--- src/rtl/shift_pkg.sv ---
`default_nettype none
// ============================================================================
// Module   : shift_pkg
// Brief    : Shared constants and operation encodings for the shift pipeline.
// Revision : 1.0  initial release
// ============================================================================
package shift_pkg;

  localparam int WORD_W = 16;

  // Operation select encodings driven on the op port
  typedef enum logic [1:0] {
    SHOP_SLL  = 2'b00,
    SHOP_SRL  = 2'b01,
    SHOP_SRA  = 2'b10,
    SHOP_ROTL = 2'b11
  } shop_e;

endpackage : shift_pkg
`default_nettype wire

--- src/rtl/shift16_core.sv ---
`default_nettype none
// ============================================================================
// Module   : shift16_core
// Brief    : Combinational 16-bit shifter with carry-out and zero flag.
//            Define SHIFT_EXEC_ROTATE_EN to enable rotate-left on op 11;
//            otherwise op 11 behaves exactly as a logical left shift.
// Revision : 1.0  initial release
// ============================================================================
module shift16_core
  import shift_pkg::*;
(
  input  logic [1:0]        op,
  input  logic [WORD_W-1:0] a,
  input  logic [3:0]        n,
  output logic [WORD_W-1:0] r,
  output logic              zero,
  output logic              carry
);

  // n-1 selects the last bit leaving on right shifts; its complement (15-(n-1)
  // = 16-n) selects the last bit leaving on left shifts.
  logic [3:0] w_nm1;
  assign w_nm1 = n - 4'd1;

`ifdef SHIFT_EXEC_ROTATE_EN
  logic [WORD_W-1:0] w_rot;
  assign w_rot = (a << n) | (a >> (5'd16 - {1'b0, n}));
`endif

  // Result and carry select; a zero shift amount passes a through with no carry
  always_comb begin
    r     = a;
    carry = 1'b0;
    if (n != 4'd0) begin
      case (op)
        SHOP_SRL: begin
          r     = a >> n;
          carry = a[w_nm1];
        end
        SHOP_SRA: begin
          r     = WORD_W'($signed(a) >>> n);
          carry = a[w_nm1];
        end
`ifdef SHIFT_EXEC_ROTATE_EN
        SHOP_ROTL: begin
          r     = w_rot;
          carry = w_rot[0];
        end
`endif
        default: begin
          r     = a << n;
          carry = a[~w_nm1];
        end
      endcase
    end
  end

  assign zero = (r == '0);

endmodule : shift16_core
`default_nettype wire

--- src/rtl/shift_exec.sv ---
`default_nettype none
// ============================================================================
// Module   : shift_exec
// Brief    : Two-stage valid/ready shift execution pipeline. S1 registers the
//            operand bundle, S2 registers result/zero/carry. Build option
//            SHIFT_EXEC_ROTATE_EN enables rotate-left for op 11.
// Revision : 1.0  initial release
// ============================================================================
module shift_exec
  import shift_pkg::*;
(
  input  logic              clk,
  input  logic              reset,
  input  logic              in_valid,
  output logic              in_ready,
  input  logic [1:0]        op,
  input  logic [WORD_W-1:0] a,
  input  logic [WORD_W-1:0] b,
  output logic              out_valid,
  input  logic              out_ready,
  output logic [WORD_W-1:0] r,
  output logic              zero,
  output logic              carry
);

  logic              r_s1_valid;
  logic [1:0]        r_s1_op;
  logic [WORD_W-1:0] r_s1_a;
  logic [3:0]        r_s1_n;

  logic              w_s2_adv;
  logic [WORD_W-1:0] w_r;
  logic              w_zero;
  logic              w_carry;

  logic [WORD_W-5:0] w_b_unused;
  assign w_b_unused = b[WORD_W-1:4];

  // S2 can take new data when empty or when its result leaves this cycle
  assign w_s2_adv = !out_valid || out_ready;
  assign in_ready = !r_s1_valid || w_s2_adv;

  shift16_core u_core (
    .op    (r_s1_op),
    .a     (r_s1_a),
    .n     (r_s1_n),
    .r     (w_r),
    .zero  (w_zero),
    .carry (w_carry)
  );

  // S1: capture an accepted bundle; empties when its contents move to S2
  always_ff @(posedge clk or posedge reset) begin
    if (reset) begin
      r_s1_valid <= 1'b0;
      r_s1_op    <= 2'b00;
      r_s1_a     <= '0;
      r_s1_n     <= 4'd0;
    end else if (in_ready) begin
      r_s1_valid <= in_valid;
      if (in_valid) begin
        r_s1_op <= op;
        r_s1_a  <= a;
        r_s1_n  <= b[3:0];
      end
    end
  end

  // S2: register the computed result whenever the output slot frees up
  always_ff @(posedge clk or posedge reset) begin
    if (reset) begin
      out_valid <= 1'b0;
      r         <= '0;
      zero      <= 1'b0;
      carry     <= 1'b0;
    end else if (w_s2_adv) begin
      out_valid <= r_s1_valid;
      if (r_s1_valid) begin
        r     <= w_r;
        zero  <= w_zero;
        carry <= w_carry;
      end
    end
  end

endmodule : shift_exec
`default_nettype wire

--- config.mk ---
export PLATFORM = sky130hd
export DESIGN_NAME = shift_exec
export DESIGN_NICKNAME = d
export VERILOG_FILES = /design/src/rtl/shift_pkg.sv /design/src/rtl/shift16_core.sv /design/src/rtl/shift_exec.sv
export SDC_FILE = /design/constraint.sdc
export NUM_CORES = 1
export LEC_CHECK = 0
export BUFFER_PORTS_ARGS = -buffer_cell sky130_fd_sc_hd__buf_2
export CORE_UTILIZATION = 25
export DETAILED_ROUTE_END_ITERATION = 8
export HOLD_SLACK_MARGIN = 0.03
export MAX_ROUTING_LAYER = met4
export PLACE_DENSITY = 0.39
export SYNTH_ARGS = -nofsm -noshare
export SYNTH_HDL_FRONTEND = slang
export SYNTH_SLANG_ARGS = --single-unit
--- constraint.sdc ---
create_clock -name clk -period 5.3 [get_ports clk]
set_clock_uncertainty 0.15 [all_clocks]
set_input_delay 0.795 -clock clk [delete_from_list [all_inputs] [get_ports clk]]
set_output_delay 0.795 -clock clk [all_outputs]
set_load 0.1 [all_outputs]
== Word level (Yosys, flattened, before mapping) ==
Index checks and enable logic that the tools add are counted.

* Equal/unequal tests: 2
* Bitwise operators: 1
* Magnitude comparators: 2
* Shift-type cells: 3
* Add/subtract/negate cells: 1
* Multiplexer cells: 8
* Reduce and logical (&&, ||, !) cells: 9
* $mul: 0
* Div/mod/pow operators: 0

{| class="wikitable"
|+ Operators with widths
! operator !! count
|-
| 16-bit case mux with 2 select lines || 1
|-
| 16-bit logical NOT || 1
|-
| 16-bit 2-to-1 mux || 1
|-
| 16-bit by 4-bit left shift with 16-bit output || 1
|-
| 16-bit by 4-bit right shift with 16-bit output || 1
|-
| 16-bit by 4-bit >>> shifter with 16-bit output || 1
|-
| 4-bit by 5-bit less-than comparator with 1-bit output, second input constant || 2
|-
| 1-bit binary-select mux with 4-bit select || 2
|-
| 1-bit 2-to-1 mux || 4
|-
| 4-bit inverter || 1
|-
| 2-bit AND reduction || 2
|-
| 4-bit nonzero test || 1
|-
| 4-bit by 1-bit subtractor with 4-bit output, second input constant || 1
|-
| 2-bit by 1-bit == test with 1-bit output, second input constant || 1
|-
| 2-bit == test, second input constant || 1
|-
| 1-bit logical NOT || 2
|-
| 1-bit logical OR || 2
|-
| 2-bit OR reduction || 1
|}

* Flip-flop bits (word level): 42
* Word-level logic and storage cells: 34
* Bits in read-only memories: 0
* Bits in latches: 0
* Memories: 0
* Input bits: 38
* RAM bits: 0
* Output and inout port bits: 20

== Logic depth before layout (Yosys ltp) ==
Gate-level depths: netlist (run 1).

* Depth after elaboration: 6
* Mapped depth: 14
* Depth with buffers taken out: 9

== Hierarchy ==
A second synthesis (run 1) with hierarchy kept.

* Cell total of the unflattened synthesis: 388
* Area, all modules: 4189.0 um^2

{| class="wikitable"
|+ By module, submodules not included
! module !! instances !! seq. area each (um^2) !! area an instance (um^2) !! cells an instance
|-
| shift16_core || 1 || 0.0 || 2463.6 || 296
|-
| shift_exec || 1 || 1051.0 || 1725.4 || 92
|}

== Worst setup path before layout (run 1) ==
No wires, ideal clock.

* Path kind: reg2reg
* Start: register out_valid
* End: register r_s1_a[0]
* Arrival: 3.050 ns
* Period minus slack after synthesis: 3.324 ns
* Setup slack: 1.976 ns
* Required time: 5.025 ns
* Stages on the path, launching flop included: 5
* Buffers on the path: 1
* Cell sequence: dfrtp_1 nand3b_1 nand2_1 buf_1 mux2_2

* Cells in the longest elaborated chain, start to end: 4

{| class="wikitable"
|+ Ends and longest elaborated chain
! element !! line !! text
|-
| start, declared || shift_exec.sv:19 || <nowiki>output logic out_valid,</nowiki>
|-
| start signal, assigned || shift_exec.sv:77 || <nowiki>out_valid <= r_s1_valid;</nowiki>
|-
| 1-bit logical NOT || shift_exec.sv:40 || <nowiki>assign w_s2_adv = !out_valid || out_ready;</nowiki>
|-
| 1-bit logical OR || shift_exec.sv:40 ||
|-
| 1-bit logical OR || shift_exec.sv:41 || <nowiki>assign in_ready = !r_s1_valid || w_s2_adv;</nowiki>
|-
| named net in_ready || shift_exec.sv:15 || <nowiki>output logic in_ready,</nowiki>
|-
| 2-bit AND reduction (no source line) || n/a ||
|-
| end signal, assigned || shift_exec.sv:57 || <nowiki>r_s1_a <= '0;</nowiki>
|-
| end signal, assigned || shift_exec.sv:63 || <nowiki>r_s1_a <= a;</nowiki>
|-
| end, declared || shift_exec.sv:28 || <nowiki>logic [WORD_W-1:0] r_s1_a;</nowiki>
|}

The timed path passes the listed nets, and every way through them passes these cells.
A chain may end at the register's enable or synchronous reset.

== Worst setup path after layout (run 1) ==
* Start: register r_s1_n[0]
* End: register zero

* Cells in the longest elaborated chain, start to end: 4

{| class="wikitable"
|+ Ends and longest elaborated chain
! element !! line !! text
|-
| start, declared || shift_exec.sv:29 || <nowiki>logic [3:0] r_s1_n;</nowiki>
|-
| start signal, assigned || shift_exec.sv:64 || <nowiki>r_s1_n <= b[3:0];</nowiki>
|-
| 16-bit by 4-bit left shift with 16-bit output, or another cell as far along || shift16_core.sv:51 || <nowiki>r = a << n;</nowiki>
|-
| 16-bit case mux with 2 select lines || shift16_core.sv:35 || <nowiki>case (op)</nowiki>
|-
| 16-bit 2-to-1 mux * || shift16_core.sv:34 || <nowiki>if (n != 4'd0) begin</nowiki>
|-
| 16-bit logical NOT * || shift16_core.sv:58 || <nowiki>assign zero = (r == '0);</nowiki>
|-
| end signal, assigned || shift_exec.sv:80 || <nowiki>zero <= w_zero;</nowiki>
|-
| end, declared || shift_exec.sv:22 || <nowiki>output logic zero,</nowiki>
|}

Every way passes the cells marked *; elsewhere a longest branch is shown, timed or not.

==> results of run 1 <==
[metrics by stage]
stage               cell area, µm²  instances  util (%)  setup slack [ns]
detailed placement            4011        575     27.70             1.729
global route                  4159        583     28.72             1.564
global placement              4011        575     27.70             1.832
floorplan                     3699        381         -             1.976
CTS                           4159        583     28.72             1.706
finish                        4159        583     28.72             1.733
[cells by family after synthesis]
family	Yosys count
adder cells (fa/ha/maj)	3
AO/OA/AOI/OAI	99
multiplexers	83
XOR/XNOR	2
buffers and inverters	50
flip-flops	42
AND/OR/NAND/NOR	102
[power by group through the flow]
| stage | registers [µW] | logic, µW | clock network (µW) |
|---|---|---|---|
| 5_1_grt | 526 | 1200 | 336 |
| 3_5_place_dp | 518 | 1130 | 0 |
| 2_1_floorplan | 802 | 592 | 0 |
| 6_report | 511 | 1130 | 314 |
| 3_3_place_gp | 516 | 1120 | 0 |
| 4_1_cts | 511 | 1130 | 326 |
[layout by cell type (no fill, tap or decap), drive strengths merged, types with 9 or more instances in the layout]
cell | Yosys | routed
buf | 17 | 52
dfrtp | 42 | 42
mux2 | 41 | 41
nand2 | 31 | 31
nor2 | 22 | 22
mux2i | 21 | 21
mux4 | 21 | 21
o21ai | 15 | 15
a21oi | 11 | 11
a211oi | 10 | 10
o211ai | 10 | 10
o22ai | 9 | 9
[critical path: cells and delay by family (launching register included)]
| family | cells | cell delay, ns |
|---|---|---|
| compound gates | 4 | 1.07 |
| mux | 2 | 0.70 |
| flops | 1 | 0.69 |
| buf+inv | 1 | 0.52 |
| simple gates | 1 | 0.36 |
[state kept, by name, summed over array words and instances (netlist names)]
signal and flops:
carry 1, out_valid 1, r 16, r_s1_a 16
r_s1_n 4, r_s1_op 2, r_s1_valid 1, zero 1
[path summary, 6_finish.rpt]
kind / from / to / slack, ns
min in group asynchronous: reset / r_s1_a[10] / 0.47
worst max register to register: r_s1_n[0] / zero / 1.73
worst min register to register: r[3] / r[3] / 0.32
worst min-delay path: r[3] / r[3] / 0.32
worst max-delay path: r_s1_n[0] / zero / 1.73
max in group asynchronous: reset / r_s1_n[0] / 4.14
[routing by layer]
layer / GRT usage (%) / part of all wire, % / routed length (µm) / vias up
met2: 24.20 / 44 / 5369 / 118
met4: 4.518 / 1.7 / 206 / 0
met5: - / 0 / 0 / -
met3: 2.656 / 6.3 / 771 / 17
met1: 24.91 / 48 / 5849 / 1603
li1: - / - / - / 1478
[layout make-up]
| type | count | area, µm² | share of cell area (%) |
|---|---|---|---|
| Timing Repair Buffer | 52 | 277.8 | 6.679 |
| Clock buffer | 7 | 142.6 | 3.430 |
| Tap cell | 184 | 230.2 | 5.536 |
| Clock inverter | 1 | 5.005 | 0.1203 |
| Multi-Input combinational cell | 289 | 2421 | 58.21 |
| Inverter | 8 | 30.03 | 0.7220 |
| Sequential cell | 42 | 1052 | 25.30 |
==> run summary, run 1 <==
### Outcome
- run status: completed

### Yosys
- fraction of synthesized cell area in xor and xnor cells: 0.4736%
- post-synthesis instance area: 0.003699 mm²
- warnings from Yosys: 0
- sequential area share after synthesis: 28.42%
- most numerous cell types in the synthesized netlist: 42 x sky130_fd_sc_hd__dfrtp_1, 38 x sky130_fd_sc_hd__mux2_2, 31 x sky130_fd_sc_hd__nand2_1
- library cells used by synthesis: 62
- async set-or-reset flop fraction in the synthesized netlist: 100.0%
- dominant combinational cell family by area after synthesis: multiplexers
- count of flip-flops with a built-in enable after synthesis: 0
- number of synthesized register bits: 42
- most frequent cell after synthesis: sky130_fd_sc_hd__dfrtp_1
- Mapped Nets: 422
- Simple-Gate Fraction of Synth Area: 13.67%
- area share of the largest cell type after synthesis: 28.42%
- most common flop cell mapped by yosys: sky130_fd_sc_hd__dfrtp_1
- post-synthesis mux area share: 31.16%
- post-synthesis area per instance: 9.707 µm²
- adder-cell share of the synthesized area: 1.015%
- most area-hungry cell type in the Yosys netlist: sky130_fd_sc_hd__dfrtp_1
- synth top area cells: sky130_fd_sc_hd__dfrtp_1 28%, sky130_fd_sc_hd__mux4_2 13%, sky130_fd_sc_hd__mux2_2 12%
- Syn Inst Count: 381
- fraction of the mapped netlist area in compound gates: 19.15%

### Detailed routing
- ANT nets after route: 0
- routed len/inst: 20.92 µm
- Detailed Routing Iterations Pass 1: 5
- DR iter-0 viols: 252
- aggregate routed wire length: 12.20 mm
- Avg Vias per Cell: 5.516
- vias: 3216
- DRC errors left: 0

### Floorplan
- area of the core region: 0.01448 mm²
- die height: 123.6 µm
- starting utilization of the core area: 25.54%
- top-level port count: 58
- die area: 0.01528 mm²
- Die Width: 123.6 µm
- Row Count: 44

### Global routing
- via count of the first global-routing pass: 3001
- Overall Global Routing Usage: 17.05%
- global route total overflow: 0
- global-route wire length before repair: 18.52 mm
- maximum number of pins on one net before global-route repair: 43
- number of antenna violations at the first check in global routing: 0

### Critical path
- endpoint type of the worst setup path: flop
- slowest CP cell: sky130_fd_sc_hd__dfrtp_2
- worst path cell trace: buf_4 -> mux2_2 -> mux2i_1 -> o211ai_1 -> a221oi_1 -> o2111ai_1 -> nor4_1 -> a41o_1
- Startpoint Class: flop
- Worst Reg-to-Reg Cells: 8
- start-to-end type of the worst setup path: flop to flop
- WP data required: 5.38 ns
- maximum fanout encountered on the critical timing path: 32
- critical path's largest stage delay: 0.69 ns
- arrival time at the worst endpoint: 3.65 ns

### Final layout
- share of final-layout standard cells stronger than drive strength 1: 33.08%
- filler cell count: 1565
- post-synthesis to final-layout area growth: 12.45%
- Ant. Diodes: 0
- number of nets in the layout: 439

### STA
- relative slew slack: 38.75%
- final worst-path cycle share: 67.31%
- unrepaired setup endpoints after global routing: false
- final setup vio count: 0
- Final Max Slew Viols: 0
- post-route minimum period: 3.567 ns
- final-report hold violation count: 0
- Setup Total Neg Slack: 0 ns
- WHS: 0.3218 ns
- Worst-Margin Slew: 0.9165 ns
- peak clock frequency supported by timing: 280.3 MHz

### Clock tree
- root buffer cell: sky130_fd_sc_hd__clkbuf_16
- post-CTS setup-driven buffer insertion count: 0
- Resized Gates After CTS: 0
- Max Buffers Root-to-Sink: 2
- number of sinks handled by clock tree synthesis: 42
- clock tree from TritonCTS: done
- total clock buffers created by CTS: 5
- insertion delay of the later-clocked pin in the worst-skew pair: 0.29 ns
- Clock Pin Slew Worst Setup and Hold Paths: 0.06 ns
- hold buffer count at cts: 0
- htree depth: 2

### Power and ir drop
- Switch Pwr: 1014 µW
- leakage power summed over all cells: 0.001707 µW
- overall power: 1956 µW
- Peak supply drop: 0.1616 mV
- power density relative to cell area: 470.3 mW/mm²
- clock share of power: 16.1%
- switching fraction of total power: 51.84%
- relative contribution of combinational cells to total power: 57.8%
- sequential power share: 26.1%
- cell-internal power: 942.1 µW

### Placed design
- IO Port Bufs: 45
- detailed placement HPWL: 8.648 mm
- final weighted congestion of routability-driven global placement: 0.9161

### Worst hold path
- worst hold stages: 2
- kind of path behind the tightest hold check: flop to flop

### Flow run
- number of violations of the max-capacitance limit: 0

Power figures use the tool's default switching activity.
==> run 2, diff against run 1 <==
==> constraint.sdc (replaced) <==
create_clock -name clk -period 3.74 [get_ports clk]
set_clock_uncertainty 0.15 [all_clocks]
set_input_delay 0.561 -clock clk [delete_from_list [all_inputs] [get_ports clk]]
set_output_delay 0.561 -clock clk [all_outputs]
set_load 0.1 [all_outputs]
==> run summary, run 2 (synthesis gave the netlist of run 1 again) <==
### Final layout
- filler cell count: 1563
- commonest cells after routing, fill and taps aside: 45 x sky130_fd_sc_hd__buf_2, 41 x sky130_fd_sc_hd__dfrtp_1, 38 x sky130_fd_sc_hd__mux2_2, 31 x sky130_fd_sc_hd__nand2_1, 22 x sky130_fd_sc_hd__nor2_1
- leading cell type in the layout, fill and taps excluded: sky130_fd_sc_hd__buf_2
- share of final-layout standard cells stronger than drive strength 1: 34.56%
- number of nets in the layout: 448
- post-synthesis to final-layout area growth: 14.61%
- area of the multi-input gates: 0.002421 mm²
- registers with the most flip-flops: r: 16 flops, r_s1_a: 16 flops, r_s1_n: 4 flops
- footprint of the flip-flops and latches: 0.001052 mm²
- filler-free cell count of the finished design: 592
- Ant. Diodes: 0

### Detailed routing
- Avg Vias per Cell: 5.537
- ANT nets after route: 0
- DR iter-0 viols: 209
- Detailed Routing Iterations Pass 1: 5
- DRC errors left: 0
- routed len/inst: 20.47 µm
- aggregate routed wire length: 12.12 mm
- vias: 3278

### Global routing
- highest-utilization routing layer at the global route stage: met2
- via count of the first global-routing pass: 3165
- GR met2 Demand/Resource: 24.76%
- maximum number of pins on one net before global-route repair: 43
- Overall Global Routing Usage: 17.05%
- global route total overflow: 0
- met1 track demand over resource in global routing: 22.81%
- number of antenna violations at the first check in global routing: 0
- routing usage on met3: 3.434%
- global-route wire length before repair: 18.59 mm

### STA
- final setup vio count: 0
- peak clock frequency supported by timing: 342.3 MHz
- relative slew slack: 38.51%
- Final Max Slew Viols: 0
- post-route minimum period: 2.921 ns
- final-report hold violation count: 0
- final worst-path cycle share: 78.10%
- Setup Total Neg Slack: 0 ns
- Worst Setup Slack, final: 0.8190 ns
- unrepaired setup endpoints after global routing: false
- Worst-Margin Slew: 0.9201 ns

### Clock tree
- post-CTS setup-driven buffer insertion count: 0
- clock tree from TritonCTS: done
- insertion delay of the later-clocked pin in the worst-skew pair: 0.30 ns
- Clock Pin Slew Worst Setup and Hold Paths: 0.06 ns
- hold buffer count at cts: 0
- total clock buffers created by CTS: 5
- root buffer cell: sky130_fd_sc_hd__clkbuf_16
- Max Buffers Root-to-Sink: 2
- number of sinks handled by clock tree synthesis: 42
- htree depth: 2
- Resized Gates After CTS: 0

### Floorplan
- Row Count: 44
- starting utilization of the core area: 25.54%
- die area: 0.01528 mm²
- die height: 123.6 µm
- area of the core region: 0.01448 mm²
- top-level port count: 58
- Die Width: 123.6 µm

### Power and ir drop
- power density relative to cell area: 660.8 mW/mm²
- leakage power summed over all cells: 0.001754 µW
- overall power: 2801 µW
- Peak supply drop: 0.2440 mV

### Placed design
- IO Port Bufs: 45
- number of cells in the design after placement: 584
- final weighted congestion of routability-driven global placement: 0.9473
- Setup WS pre-CTS: 0.8038 ns
- detailed placement HPWL: 9.010 mm

### Critical path
- arrival time at the worst endpoint: 3.00 ns
- maximum fanout encountered on the critical timing path: 16
- Worst R2R Start: r_s1_n[2]
- CP startpoint: r_s1_n[2]
- register-to-register setup slack: 0.82 ns
- Startpoint Class: flop
- endpoint type of the worst setup path: flop
- start-to-end type of the worst setup path: flop to flop
- WP data required: 3.82 ns
- FF-to-FF End: zero
- Worst Reg-to-Reg Cells: 8

### Outcome
- run status: completed

### Flow run
- number of violations of the max-capacitance limit: 0

### Worst hold path
- kind of path behind the tightest hold check: input pin to asynchronous set/reset pin

## run 2: cell types whose count changed in the layout (fill, tap and decap cells not counted), sizes merged
cell	previous run	this run
buf	52	61
## run 2: stage by stage
stage / hold WS, ns / util [%] / instance area [µm²]
after floorplan: 0.3295 / - / 3699
after global placement: 0.3067 / 28.26 / 4091
after detailed placement: 0.3157 / 28.26 / 4091
after CTS: 0.2621 / 29.28 / 4239
after global routing: 0.3040 / 29.28 / 4239
final: 0.2283 / 29.28 / 4239
## run 2: worst max-delay path: stages, from the launching register on
cell,delay (ns)
sky130_fd_sc_hd__dfrtp_1,0.60
sky130_fd_sc_hd__buf_4,0.30
sky130_fd_sc_hd__or3b_2,0.46
sky130_fd_sc_hd__nor2_1,0.11
sky130_fd_sc_hd__nor2_1,0.05
sky130_fd_sc_hd__a221oi_1,0.42
sky130_fd_sc_hd__o2111ai_1,0.21
sky130_fd_sc_hd__nor4_1,0.34
sky130_fd_sc_hd__a41o_1,0.20
## run 2: layout make-up
class / count / area share, %
multi-input cells: 289 / 57.11
flip-flops and latches: 42 / 24.82
repair buffers: 61 / 8.442
well taps: 184 / 5.431
clock buffers: 7 / 3.365
inverters: 8 / 0.7084
clock inverters: 1 / 0.1181
## run 2: routing by layer
| layer | share of wire, % | vias to the layer above |
|---|---|---|
| met5 | 0 | - |
| met4 | 3.5 | 0 |
| met3 | 5.9 | 31 |
| met2 | 45 | 120 |
| met1 | 46 | 1620 |
| li1 | - | 1507 |
## run 2: how the worst max path moves through the flow
stage / end / slack (ns)
after floorplan: r_s1_a[0] / 0.42
after global placement: zero / 0.74
after detailed placement: zero / 0.80
after CTS: zero / 0.79
after global routing: zero / 0.59
final: zero / 0.82
## run 2: where the power goes
| group | total, µW | switching, µW | internal [µW] |
|---|---|---|---|
| combinational | 1660 | 1120 | 537 |
| sequential | 698 | 140 | 558 |
| clock | 445 | 180 | 265 |
| total | 2800 | 1440 | 1360 |
